--- src/rtl/pulse_meas_ctrl_pkg.sv ---
// Shared types and defaults for the button pulse-duration measurement slice.
// Holds the FSM encoding and the default timing parameters.
package pulse_meas_ctrl_pkg;

   localparam int PM_CNT_W_DEF     = 15;
   localparam int PM_TICK_DIV_DEF  = 50_000;
   localparam int PM_DEB_TICKS_DEF = 20;

   typedef enum logic [2:0] {
      ST_IDLE      = 3'd0,
      ST_DEB_PRESS = 3'd1,
      ST_MEASURE   = 3'd2,
      ST_DEB_REL   = 3'd3,
      ST_DONE      = 3'd4
   } pm_state_t;

   // run counter advances on ticks only while a press is in progress
   function automatic logic pm_is_counting(pm_state_t s);
      return (s == ST_DEB_PRESS) ||
             (s == ST_MEASURE)   ||
             (s == ST_DEB_REL);
   endfunction

endpackage

--- src/rtl/pulse_meas_ctrl_tick_gen.sv ---
// Measurement-tick prescaler: one tick every TICK_DIV clocks.
// restart realigns the phase so tick k lands k*TICK_DIV clocks later.
module pulse_tick_gen #(
   parameter int TICK_DIV = 50_000
) (
   input  logic clk,
   input  logic rst_n,
   input  logic restart,
   output logic tick
);

   localparam int PW = $clog2(TICK_DIV);
   localparam logic [PW-1:0] LAST = PW'(TICK_DIV - 1);

   logic [PW-1:0] r_pre;
   logic          w_last;

   assign w_last = (r_pre == LAST);

   // prescaler wraps at TICK_DIV-1, restart forces phase zero
   always_ff @(posedge clk or negedge rst_n) begin
      if (!rst_n) begin
         r_pre <= '0;
      end else if (restart) begin
         r_pre <= '0;
      end else if (w_last) begin
         r_pre <= '0;
      end else begin
         r_pre <= r_pre + 1'b1;
      end
   end

   assign tick = w_last;

endmodule

--- src/rtl/pulse_meas_ctrl.sv ---
// Debounced button hold-time measurement feeding the LED colour stage.
// Publishes a saturating tick count with a one-cycle valid strobe.
module pulse_meas_ctrl
   import pulse_meas_ctrl_pkg::*;
#(
   parameter int TICK_DIV       = PM_TICK_DIV_DEF,
   parameter int DEBOUNCE_TICKS = PM_DEB_TICKS_DEF,
   parameter int CNT_W          = PM_CNT_W_DEF
) (
   input  logic             clk,
   input  logic             rst_n,
   input  logic             btn_in,
   input  logic             clear,
   output logic [CNT_W-1:0] cont_tiempo,
   output logic             meas_valid,
   output logic             busy,
   output logic             overflow
);

   localparam int DW = $clog2(DEBOUNCE_TICKS + 1);
   localparam logic [CNT_W-1:0] CNT_MAX  = '1;
   localparam logic [DW-1:0]    DEB_LAST = DW'(DEBOUNCE_TICKS - 1);

   logic             r_sync1;
   logic             r_sync2;
   pm_state_t        r_state;
   pm_state_t        w_state_nxt;
   logic [CNT_W-1:0] r_run;
   logic [CNT_W-1:0] r_snap;
   logic [CNT_W-1:0] r_cont;
   logic [DW-1:0]    r_deb;
   logic             r_valid;
   logic             r_busy;
   logic             r_ovf;

   logic             w_btn_s;
   logic             w_tick;
   logic             w_restart;
   logic             w_run_en;
   logic             w_deb_en;
   logic             w_deb_clr;
   logic             w_deb_hit;
   logic             w_snap_ld;
   logic             w_publish;
   logic             w_ovf_set;
   logic             w_ovf_clr;
   logic             w_run_at_max;
   logic [CNT_W-1:0] w_run_inc;
   logic [CNT_W-1:0] w_snap_val;

   pulse_tick_gen #(
      .TICK_DIV (TICK_DIV)
   ) u_tick (
      .clk     (clk),
      .rst_n   (rst_n),
      .restart (w_restart),
      .tick    (w_tick)
   );

   assign w_btn_s      = r_sync2;
   assign w_run_at_max = (r_run == CNT_MAX);
   assign w_run_inc    = w_run_at_max ? r_run : r_run + 1'b1;
   assign w_deb_hit    = w_tick && (r_deb == DEB_LAST);
   assign w_deb_clr    = w_restart || w_snap_ld;
   assign w_ovf_clr    = clear || w_restart;
   // the release-edge tick is counted before the snapshot
   assign w_snap_val   = w_run_en ? w_run_inc : r_run;

   // two-flop synchroniser for the asynchronous button
   always_ff @(posedge clk or negedge rst_n) begin
      if (!rst_n) begin
         r_sync1 <= 1'b0;
         r_sync2 <= 1'b0;
      end else begin
         r_sync1 <= btn_in;
         r_sync2 <= r_sync1;
      end
   end

   // FSM state register
   always_ff @(posedge clk or negedge rst_n) begin
      if (!rst_n) begin
         r_state <= ST_IDLE;
      end else begin
         r_state <= w_state_nxt;
      end
   end

   // FSM next state; the button level wins over debounce completion
   always_comb begin
      w_state_nxt = r_state;
      unique case (r_state)
         ST_IDLE: begin
            if (w_btn_s) w_state_nxt = ST_DEB_PRESS;
         end
         ST_DEB_PRESS: begin
            if (!w_btn_s)       w_state_nxt = ST_IDLE;
            else if (w_deb_hit) w_state_nxt = ST_MEASURE;
         end
         ST_MEASURE: begin
            if (!w_btn_s) w_state_nxt = ST_DEB_REL;
         end
         ST_DEB_REL: begin
            if (w_btn_s)        w_state_nxt = ST_MEASURE;
            else if (w_deb_hit) w_state_nxt = ST_DONE;
         end
         ST_DONE: begin
            w_state_nxt = ST_IDLE;
         end
         default: begin
            w_state_nxt = ST_IDLE;
         end
      endcase
      if (clear) w_state_nxt = ST_IDLE;
   end

   // FSM outputs: datapath enables decoded from the current state
   always_comb begin
      w_restart = 1'b0;
      w_run_en  = w_tick && pm_is_counting(r_state);
      w_deb_en  = 1'b0;
      w_snap_ld = 1'b0;
      w_publish = 1'b0;
      w_ovf_set = 1'b0;
      unique case (r_state)
         ST_IDLE: begin
            w_restart = w_btn_s && !clear;
         end
         ST_DEB_PRESS: begin
            w_deb_en = w_tick;
         end
         ST_MEASURE: begin
            w_ovf_set = w_tick && w_run_at_max && !clear;
            w_snap_ld = !w_btn_s;
         end
         ST_DEB_REL: begin
            w_deb_en = w_tick;
         end
         ST_DONE: begin
            w_publish = !clear;
         end
         default: begin
            w_restart = 1'b0;
         end
      endcase
   end

   // saturating run counter, zeroed at press entry
   always_ff @(posedge clk or negedge rst_n) begin
      if (!rst_n) begin
         r_run <= '0;
      end else if (w_restart) begin
         r_run <= '0;
      end else if (w_run_en) begin
         r_run <= w_run_inc;
      end
   end

   // debounce tick counter, zeroed at press entry and at release
   always_ff @(posedge clk or negedge rst_n) begin
      if (!rst_n) begin
         r_deb <= '0;
      end else if (w_deb_clr) begin
         r_deb <= '0;
      end else if (w_deb_en) begin
         r_deb <= r_deb + 1'b1;
      end
   end

   // candidate result captured on each release edge
   always_ff @(posedge clk or negedge rst_n) begin
      if (!rst_n) begin
         r_snap <= '0;
      end else if (w_snap_ld) begin
         r_snap <= w_snap_val;
      end
   end

   // published result and its strobe; clear zeroes the result
   always_ff @(posedge clk or negedge rst_n) begin
      if (!rst_n) begin
         r_cont  <= '0;
         r_valid <= 1'b0;
      end else begin
         r_valid <= w_publish;
         if (clear) begin
            r_cont <= '0;
         end else if (w_publish) begin
            r_cont <= r_snap;
         end
      end
   end

   // sticky overflow flag, cleared at press entry or by clear
   always_ff @(posedge clk or negedge rst_n) begin
      if (!rst_n) begin
         r_ovf <= 1'b0;
      end else if (w_ovf_clr) begin
         r_ovf <= 1'b0;
      end else if (w_ovf_set) begin
         r_ovf <= 1'b1;
      end
   end

   // busy follows the next state so it rises the cycle after IDLE
   always_ff @(posedge clk or negedge rst_n) begin
      if (!rst_n) begin
         r_busy <= 1'b0;
      end else begin
         r_busy <= (w_state_nxt != ST_IDLE);
      end
   end

   assign cont_tiempo = r_cont;
   assign meas_valid  = r_valid;
   assign busy        = r_busy;
   assign overflow    = r_ovf;

endmodule

--- config.mk ---
export PLATFORM = sky130hd
export DESIGN_NAME = pulse_meas_ctrl
export DESIGN_NICKNAME = d
export VERILOG_FILES = /design/src/rtl/pulse_meas_ctrl_pkg.sv /design/src/rtl/pulse_meas_ctrl_tick_gen.sv /design/src/rtl/pulse_meas_ctrl.sv
export SDC_FILE = /design/constraint.sdc
export NUM_CORES = 1
export LEC_CHECK = 0
export CAP_MARGIN = 20
export CORE_ASPECT_RATIO = 0.6
export CORE_MARGIN = 2
export CORE_UTILIZATION = 35
export CTS_CLUSTER_SIZE = 10
export DETAILED_ROUTE_END_ITERATION = 8
export GPL_TIMING_DRIVEN = 0
export HOLD_SLACK_MARGIN = 0.06
export PLACE_DENSITY_LB_ADDON = 0.3
export SYNTH_ARGS = -nofsm -noshare
export SYNTH_HDL_FRONTEND = slang
export SYNTH_SLANG_ARGS = --single-unit
export TNS_END_PERCENT = 50
--- constraint.sdc ---
create_clock -name clk -period 2.45 [get_ports clk]
set_clock_uncertainty 0.1 [all_clocks]
set_input_delay 0.49 -clock clk [delete_from_list [all_inputs] [get_ports clk]]
set_output_delay 0.49 -clock clk [all_outputs]
set_load 0.01 [all_outputs]
==> flow_summary.json, run 1 <==
{
  "ys_seq_area_frac": 0.561,
  "place.gp.congestion": 0.823,
  "reg2reg_depth": 6,
  "synthesis.nets": 317,
  "grt_pass1_vias": 2311,
  "synth_top_cell_by_area": "dfrtp_1",
  "avgSynthCellArea_sq_um": 10.7,
  "synth-edff-count": 0,
  "rrSetupSlack_ns": 0.11,
  "num_antenna_cells": 0,
  "rr_startpoint": "u_tick.r_pre[4]",
  "end_kind": "flop",
  "die_height_um": 79.3,
  "regArea_sq_um": 1850,
  "max_slew_margin": 0.375,
  "cts_inserted_buffers": 9,
  "die-area_sq_um": 10300,
  "crit_end": "r_snap[5]",
  "drv_slew": 0,
  "grt.overflow.total": 0,
  "fillers": 884,
  "setup_viol": 0,
  "synth_cell_type_count": 39,
  "vias": 2507,
  "reg2reg_to": "r_snap[5]",
  "hold_path.class": "flop to flop",
  "fmax_ghz": 0.428,
  "powerDensity_nw_per_um2": 664,
  "leakage_uw": 0.00180,
  "cts_max_path_buffers": 2,
  "ys_warn_count": 0,
  "clk_latency_ns": 0.33,
  "period_needed_ns": 2.34,
  "critical_path_arrival_ns": 2.50,
  "cp-start-kind": "flop",
  "outcome": "completed",
  "vias_per_cell": 5.16,
  "grt_max_degree": 39,
  "cts_root_buf": "clkbuf_16",
  "post-route-period-util": 0.953,
  "maxCapViolCount": 0,
  "synthTopCellsByArea": "dfrtp_1 56%, xnor2_1 5.0%, nor2_1 5.0%",
  "h-tree-depth": 3,
  "nNetsFinal": 358,
  "wl_per_cell_um": 14.7,
  "place_hpwl_um": 4830,
  "startpoint": "u_tick.r_pre[4]",
  "route.detailed.drc": 0,
  "start_util": 0.361,
  "port_buffers": 21,
  "hold_viol": 0,
  "drive_above_1_share": 0.107,
  "total_power_uw": 2710,
  "num_rows": 27,
  "yosysMostFrequentCell": "dfrtp_1",
  "async_reset_ff_frac": 1.00,
  "firstDrtPassIters": 5,
  "dp_cells": 462,
  "final_cells": 486,
  "drt_iter0_markers": 223,
  "cp.required_ns": 2.61,
  "core_sq_um": 9160,
  "final_util": 0.446,
  "wirelength_um": 7150,
  "crit_fanout": 7,
  "gr-usage-all-layers": 0.153,
  "syn_inst": 310,
  "worst_slew_pin_slew_ns": 0.931,
  "antenna_found_initial": 0,
  "io_pins": 22,
  "fin_tns_setup_ns": 0,
  "synth_common_cells": "74 x dfrtp_1, 44 x nor2_1, 25 x nand2_1",
  "ys_seq_elements": 74,
  "die_w_um": 129,
  "multi_input_area_sq_um": 1430,
  "peakVddDrop_uv": 332,
  "drtAntennaViolNets": 0,
  "syn_area_sq_um": 3300,
  "synth_top_area_frac": 0.561,
  "clock_sinks": 74,
  "area_growth_pct": 23.7,
  "grt_pass1_wl_um": 11900,
  "clk_pin_slew_ns": 0.06,
  "critPathKind": "flop to flop",
  "cts_tree": "yes",
  "dp_slack_ns": -0.211,
  "ys.flop_type": "dfrtp_1",
  "worst_slack_ns": 0.115
}
==> cell usage in the layout, fill, tap and decap left out, types with 7 or more instances in the layout <==
cell / count
nand3_1: 13
nor4_1: 7
dfrtp_1: 74
buf_4: 9
xnor2_1: 19
a22o_1: 15
clkbuf_16: 9
nor3_1: 9
xor2_1: 9
nand4_1: 7
clkbuf_1: 8
clkdlybuf4s50_1: 20
o21ai_0: 11
and3_1: 10
nand2_1: 25
nor2_1: 44
==> worst min-delay path by stage <==
stage / from / endpoint / slack (ns) / cells after the start
2_1_floorplan: rst_n / busy / 0.09 / 0
3_3_place_gp: r_sync1 / r_sync2 / 0.24 / 0
3_5_place_dp: r_sync1 / r_sync2 / 0.24 / 0
4_1_cts: r_sync1 / r_sync2 / 0.26 / 0
5_1_grt: r_sync1 / r_sync2 / 0.26 / 0
6_report: r_sync1 / r_sync2 / 0.25 / 0
==> state kept, by name, indices dropped and copies added, names as in the netlist <==
| register | count |
|---|---|
| r_deb | 5 |
| r_state | 3 |
| u_tick.r_pre | 16 |
| r_sync1 | 1 |
| r_run | 15 |
| overflow | 1 |
| r_snap | 15 |
| cont_tiempo | 15 |
| busy | 1 |
| r_sync2 | 1 |
| meas_valid | 1 |
==> cell families (layout without fill, tap and decap cells) <==
group / Yosys count / in the layout / synth area share
AO/OA/AOI/OAI: 39 / 39 / 0.0818
XOR/XNOR: 28 / 28 / 0.0742
adder cells (fa/ha/maj): 3 / 3 / 0.0114
buffers and inverters: 16 / 62 / 0.0189
flip-flops: 74 / 74 / 0.561
multiplexers: 6 / 6 / 0.0186
AND/OR/NAND/NOR: 144 / 144 / 0.234
==> layout make-up <==
cell class | count | area share
well taps | 130 | 0.0398
clock buffers | 11 | 0.0618
multi-input cells | 220 | 0.350
inverters | 3 | 0.00276
clock inverters | 5 | 0.00704
flip-flops and latches | 74 | 0.453
plain buffers | 13 | 0.0141
repair buffers | 30 | 0.0710
==> worst max-delay path: stages, from the launching register on <==
cell	delay, ns
dfrtp_1	0.47
nor4b_4	0.38
nand4_4	0.19
or3_1	0.39
buf_2	0.16
or4_1	0.47
nand3_1	0.10
==> routing by layer <==
metal | vias up | track usage | share of wire
li1 | 1187 | - | -
met1 | 1241 | 0.235 | 0.52
met2 | 69 | 0.198 | 0.41
met3 | 10 | 0.0539 | 0.058
met4 | 0 | 0.0484 | 0.012
met5 | - | 0 | 0
==> repair_timing <==
action,in CTS,in global routing
buffers inserted,0,7
pin swaps,0,1
hold endpoints to repair,36,0
hold buffers,1,0
setup endpoints to repair,8,26
resized for setup,2,11
==> per-stage QoR <==
| step | hold WS, ns | cell area, sq um |
|---|---|---|
| 6_report | 0.255 | 4090 |
| 5_1_grt | 0.258 | 4090 |
| 4_1_cts | 0.256 | 4000 |
| 3_5_place_dp | 0.243 | 3690 |
| 3_3_place_gp | 0.237 | 3680 |
| 2_1_floorplan | 0.0944 | 3300 |
==> power breakdown <==
| group | switching, uW | total [uW] | internal (uW) |
|---|---|---|---|
| Combinational | 87.8 | 159 | 71.1 |
| Clock | 490 | 1220 | 734 |
| Sequential | 54.3 | 1330 | 1280 |
Power figures use the tool's default switching activity.
==> run 2: changes to the inputs <==
--- a/config.mk
+++ b/config.mk
@@ -13,7 +13,8 @@
 export DETAILED_ROUTE_END_ITERATION = 8
 export GPL_TIMING_DRIVEN = 0
 export HOLD_SLACK_MARGIN = 0.06
-export PLACE_DENSITY_LB_ADDON = 0.3
+export PLACE_DENSITY = 0.61
+export SETUP_SLACK_MARGIN = 0.3
 export SYNTH_ARGS = -nofsm -noshare
 export SYNTH_HDL_FRONTEND = slang
 export SYNTH_SLANG_ARGS = --single-unit
==> run 2 against run 1 <==
  * Sequential share of layout area down 2.6 points
  * Highest routed layer unchanged
  * Utilization grew 2.8 points
  * Via count is 1.4% higher
==> flow_summary.json, run 2 (same netlist as run 1, synthesis figures left out) <==
{
  "drv_slew": 0,
  "maxCapViolCount": 0,
  "route.detailed.drc": 0,
  "num_rows": 27,
  "cts_tree": "yes",
  "die-area_sq_um": 10300,
  "cp_common_cell": "buf_6",
  "io_pins": 22,
  "setup_viol": 0,
  "final_cell_mix": "70 x dfrtp_1, 43 x nor2_1, 25 x nand2_1, 21 x buf_4, 20 x clkdlybuf4s50_1",
  "num_antenna_cells": 0,
  "fmax_ghz": 0.455,
  "core_sq_um": 9160,
  "clk_latency_ns": 0.34,
  "die_height_um": 79.3,
  "cp_slowest_stage_delay_ns": 0.46,
  "place.gp.congestion": 0.802,
  "grt_pass1_wl_um": 12700,
  "port_buffers": 21,
  "nNetsFinal": 371,
  "critPathKind": "flop to flop",
  "cp_slowest_cell": "or4_1",
  "rsz0062_at_grt": "true",
  "wirelength_um": 7540,
  "drive_above_1_share": 0.187,
  "wl_per_cell_um": 15.1,
  "final_cells": 499,
  "start_util": 0.361,
  "grt_max_degree": 69,
  "die_w_um": 129,
  "crit_buf_inv": 2,
  "grt_pass1_vias": 2511,
  "cp-start-kind": "flop",
  "post-route-period-util": 0.896,
  "drtAntennaViolNets": 0,
  "max_slew_margin": 0.615,
  "clk_pin_slew_ns": 0.06,
  "hold_path.class": "flop to flop",
  "firstDrtPassIters": 4,
  "leakage_uw": 0.00191,
  "h-tree-depth": 3,
  "clock_sinks": 74,
  "powerDensity_nw_per_um2": 703,
  "path_cells": "ha_2, and3_4, buf_6, nand4_4, or3_4, buf_6, or4_1, nand3_1",
  "peakVddDrop_uv": 584,
  "layout_commonest_cell": "dfrtp_1",
  "gr-usage-all-layers": 0.162,
  "crit_fanout": 5,
  "dp_cells": 462,
  "period_needed_ns": 2.20,
  "vias_per_cell": 5.09,
  "largest_register_ffs": 16,
  "fin_tns_setup_ns": 0,
  "regMostFlops": "u_tick.r_pre",
  "cp_top_family": "simple AND/OR/NAND/NOR gates",
  "end_kind": "flop",
  "drt_iter0_markers": 158,
  "cts_inserted_buffers": 9,
  "grt.overflow.total": 0,
  "outcome": "completed",
  "antenna_found_initial": 0,
  "critical_path_arrival_ns": 2.37,
  "cts_max_path_buffers": 2,
  "cp.required_ns": 2.62,
  "cts_root_buf": "clkbuf_16",
  "place_hpwl_um": 4870,
  "worst_slew_pin_slew_ns": 0.575,
  "vias": 2542,
  "hold_viol": 0,
  "area_growth_pct": 31.5
}
run 2: routing by layer:
| layer | share of wire | global-route usage |
|---|---|---|
| met5 | 0 | 0 |
| met3 | 0.055 | 0.0526 |
| met2 | 0.42 | 0.229 |
| met1 | 0.52 | 0.235 |
| met4 | 0.0078 | 0.0484 |
run 2: timing repair:
action	4_1_cts	5_1_grt
hold buffers	1	0
pin swaps	8	5
hold endpoints to repair	6	0
setup buffers	17	3
gates resized for setup	9	23
setup endpoints to repair	44	51
run 2: per-stage QoR:
step | instance area (sq um) | power, uW | hold WS, ns | setup slack, ns | utilization
after global placement | 3690 | 1480 | 0.236 | -1.82 | 0.403
after CTS | 4240 | 3070 | 0.254 | 0.257 | 0.463
after global routing | 4340 | 3190 | 0.265 | 0.190 | 0.474
after floorplan | 3310 | 1420 | 0.0944 | 0.275 | -
after detailed placement | 3710 | 1490 | 0.220 | -0.178 | 0.405
final | 4340 | 3050 | 0.251 | 0.254 | 0.474
run 2: cell type report:
| class | instances | area, sq um |
|---|---|---|
| Clock inverter | 6 | 114 |
| Sequential cell | 74 | 1860 |
| Clock buffer | 10 | 239 |
| Tap cell | 130 | 163 |
| Multi-Input combinational cell | 220 | 1490 |
| Inverter | 3 | 11.3 |
| Fill cell | 833 | 4810 |
| Timing Repair Buffer | 43 | 395 |
| Buffer | 13 | 70.1 |
run 2: final timing paths:
path                                       from         endpoint  slack (ns)  cells past startpoint
worst min register to register          r_sync1          r_sync2        0.25                      0
worst max-delay path            u_tick.r_pre[0]        r_snap[5]        0.25                      8
min in group asynchronous                 rst_n         overflow        0.41                      2
worst max register to register  u_tick.r_pre[0]        r_snap[5]        0.25                      8
max in group asynchronous                 rst_n  u_tick.r_pre[4]        1.26                      3
worst min-delay path                    r_sync1          r_sync2        0.25                      0
run 2: power breakdown:
group          leakage [uW]  switching (uW)  total, uW  internal, uW
combinational      0.000745            97.3        185          87.3
clock              0.000165             521       1540          1020
sequential         0.000997            47.3       1320          1280
total               0.00191             665       3050          2390
==> run 3: changes to the inputs <==
--- a/config.mk
+++ b/config.mk
@@ -13,7 +13,6 @@
 export DETAILED_ROUTE_END_ITERATION = 8
 export GPL_TIMING_DRIVEN = 0
 export HOLD_SLACK_MARGIN = 0.06
-export PLACE_DENSITY = 0.61
 export SETUP_SLACK_MARGIN = 0.3
 export SYNTH_ARGS = -nofsm -noshare
 export SYNTH_HDL_FRONTEND = slang
==> constraint.sdc (replaced) <==
create_clock -name clk -period 2.3 [get_ports clk]
set_clock_uncertainty 0.1 [all_clocks]
set_input_delay 0.46 -clock clk [delete_from_list [all_inputs] [get_ports clk]]
set_output_delay 0.46 -clock clk [all_outputs]
set_load 0.01 [all_outputs]
==> run 3 against run 2 <==
  * Clock-buffer cell count up 2
  * Via count grew 0.43%
  * Largest cell class unchanged
  * Fmax fell by 1.6%
  * Sequential share of layout area fell by 1.4 points
  * Setup slack got worse by 0.19 ns
  * Combinational power grew 14%
  * Power decreased by 2.0%
==> flow_summary.json, run 3 (same netlist as run 1, synthesis figures left out) <==
{
  "drtAntennaViolNets": 0,
  "grt_max_degree": 62,
  "sequentialPowerShare": 0.471,
  "p_comb_frac": 0.070,
  "path_cells": "nor4b_4, nand4_4, or3_4, buf_6, or4_4, nand3_2",
  "antenna_found_initial": 0,
  "port_buffers": 21,
  "num_antenna_cells": 0,
  "cp_slowest_cell": "or4_4",
  "cts_root_buf": "clkbuf_16",
  "area_growth_pct": 36.0,
  "rsz0062_at_grt": "true",
  "firstDrtPassIters": 4,
  "start_util": 0.361,
  "drt_iter0_markers": 182,
  "clock_power_share": 0.459,
  "fmax_ghz": 0.448,
  "busiest_layer": "met1",
  "layout_commonest_cell": "dfrtp_1",
  "cts_tree": "yes",
  "swShare": 0.224,
  "cp_slowest_stage_delay_ns": 0.48,
  "cp-start-kind": "flop",
  "grt_use_met2": 0.203,
  "met3_usage": 0.0505,
  "final_cell_mix": "70 x dfrtp_1, 43 x nor2_1, 30 x buf_4, 25 x nand2_1, 20 x clkdlybuf4s50_1",
  "place_hpwl_um": 4770,
  "io_pins": 22,
  "grt.met1_usage": 0.245,
  "clk_pin_slew_ns": 0.06,
  "wirelength_um": 7590,
  "outcome": "completed",
  "peakVddDrop_uv": 431,
  "hold_path.class": "flop to flop",
  "die_w_um": 129,
  "core_sq_um": 9160,
  "period_needed_ns": 2.23,
  "powerDensity_nw_per_um2": 666,
  "power.internal_uw": 2320,
  "die-area_sq_um": 10300,
  "critPathKind": "flop to flop",
  "h-tree-depth": 3,
  "drv_slew": 0,
  "hold_depth": 0,
  "die_height_um": 79.3,
  "clock_sinks": 74,
  "cp.required_ns": 2.47,
  "end_kind": "flop",
  "largest_register_ffs": 16,
  "grt.overflow.total": 0,
  "gr-usage-all-layers": 0.159,
  "clk_latency_ns": 0.33,
  "total_power_uw": 2990,
  "worst_slew_pin_slew_ns": 0.559,
  "post-route-period-util": 0.971,
  "hold_ws_ns": 0.256,
  "route.detailed.drc": 0,
  "regMostFlops": "u_tick.r_pre",
  "rrSetupSlack_ns": 0.07,
  "vias_per_cell": 5.03,
  "place.gp.congestion": 0.910,
  "cts_inserted_buffers": 9,
  "leakage_uw": 0.00197,
  "reg2reg_depth": 6,
  "max_slew_margin": 0.627,
  "crit_fanout": 6,
  "nNetsFinal": 381,
  "wl_per_cell_um": 14.9,
  "grt_pass1_vias": 2395,
  "hold_viol": 0,
  "power.switching_uw": 670,
  "fillers": 822,
  "cts_max_path_buffers": 2,
  "critical_path_arrival_ns": 2.41,
  "vias": 2553,
  "setup_viol": 0,
  "grt_pass1_wl_um": 12300,
  "drive_above_1_share": 0.235,
  "maxCapViolCount": 0,
  "num_rows": 27
}
==> run 3: power by group through the flow <==
stage                     Clock [uW]  Sequential [uW]  Combinational, uW
after global placement             0             1430                147
after CTS                       1410             1410                190
after global routing            1470             1420                242
final                           1370             1410                210
after detailed placement           0             1430                158
after floorplan                    0             1420               94.8
==> run 3: critical path: cells and delay by family (launching register included) <==
kind          cells  cell delay, ns
simple gates      5            1.50
buf+inv           1            0.13
flops             1            0.45
==> run 3: final cells by class <==
type                            instances  area [sq um]  share of cell area
Clock buffer                           12           246              0.0549
Clock inverter                          3          40.0             0.00891
Inverter                                3          11.3             0.00251
Buffer                                 13          78.8              0.0175
Timing Repair Buffer                   53           478               0.106
Sequential cell                        74          1860               0.413
Multi-Input combinational cell        220          1620               0.360
Tap cell                              130           163              0.0362
==> run 3: per-stage QoR <==
| step | area, sq um | TNS, ns | setup slack [ns] | utilization | instances |
|---|---|---|---|---|---|
| final | 4490 | 0 | 0.0677 | 0.491 | 508 |
| after global routing | 4490 | -0.0787 | -0.0534 | 0.491 | 508 |
| after CTS | 4270 | 0 | 0.0953 | 0.466 | 496 |
| after detailed placement | 3730 | -3.44 | -0.333 | 0.407 | 462 |
| after global placement | 3700 | -144.32 | -1.91 | 0.404 | 461 |
| after floorplan | 3330 | 0 | 0.125 | - | 310 |
==> run 3: layer usage <==
layer | vias up | routed length, um
li1 | 1235 | -
met1 | 1269 | 3940
met2 | 42 | 3230
met3 | 7 | 323
met4 | 0 | 106
met5 | - | 0
==> run 3: repair_timing <==
action,CTS,global route
hold buffers,1,0
resized for setup,27,32
endpoints found under the hold margin,13,0
buffers inserted,18,12
endpoints found under the setup margin,60,57
pin swaps,11,13
==> run 3: path summary, 6_finish.rpt <==
kind / endpoint / from
min in group asynchronous: overflow / rst_n
max in group asynchronous: u_tick.r_pre[4] / rst_n
min reg2reg: r_sync2 / r_sync1
min: r_sync2 / r_sync1
max: r_snap[5] / u_tick.r_pre[4]
max reg2reg: r_snap[5] / u_tick.r_pre[4]
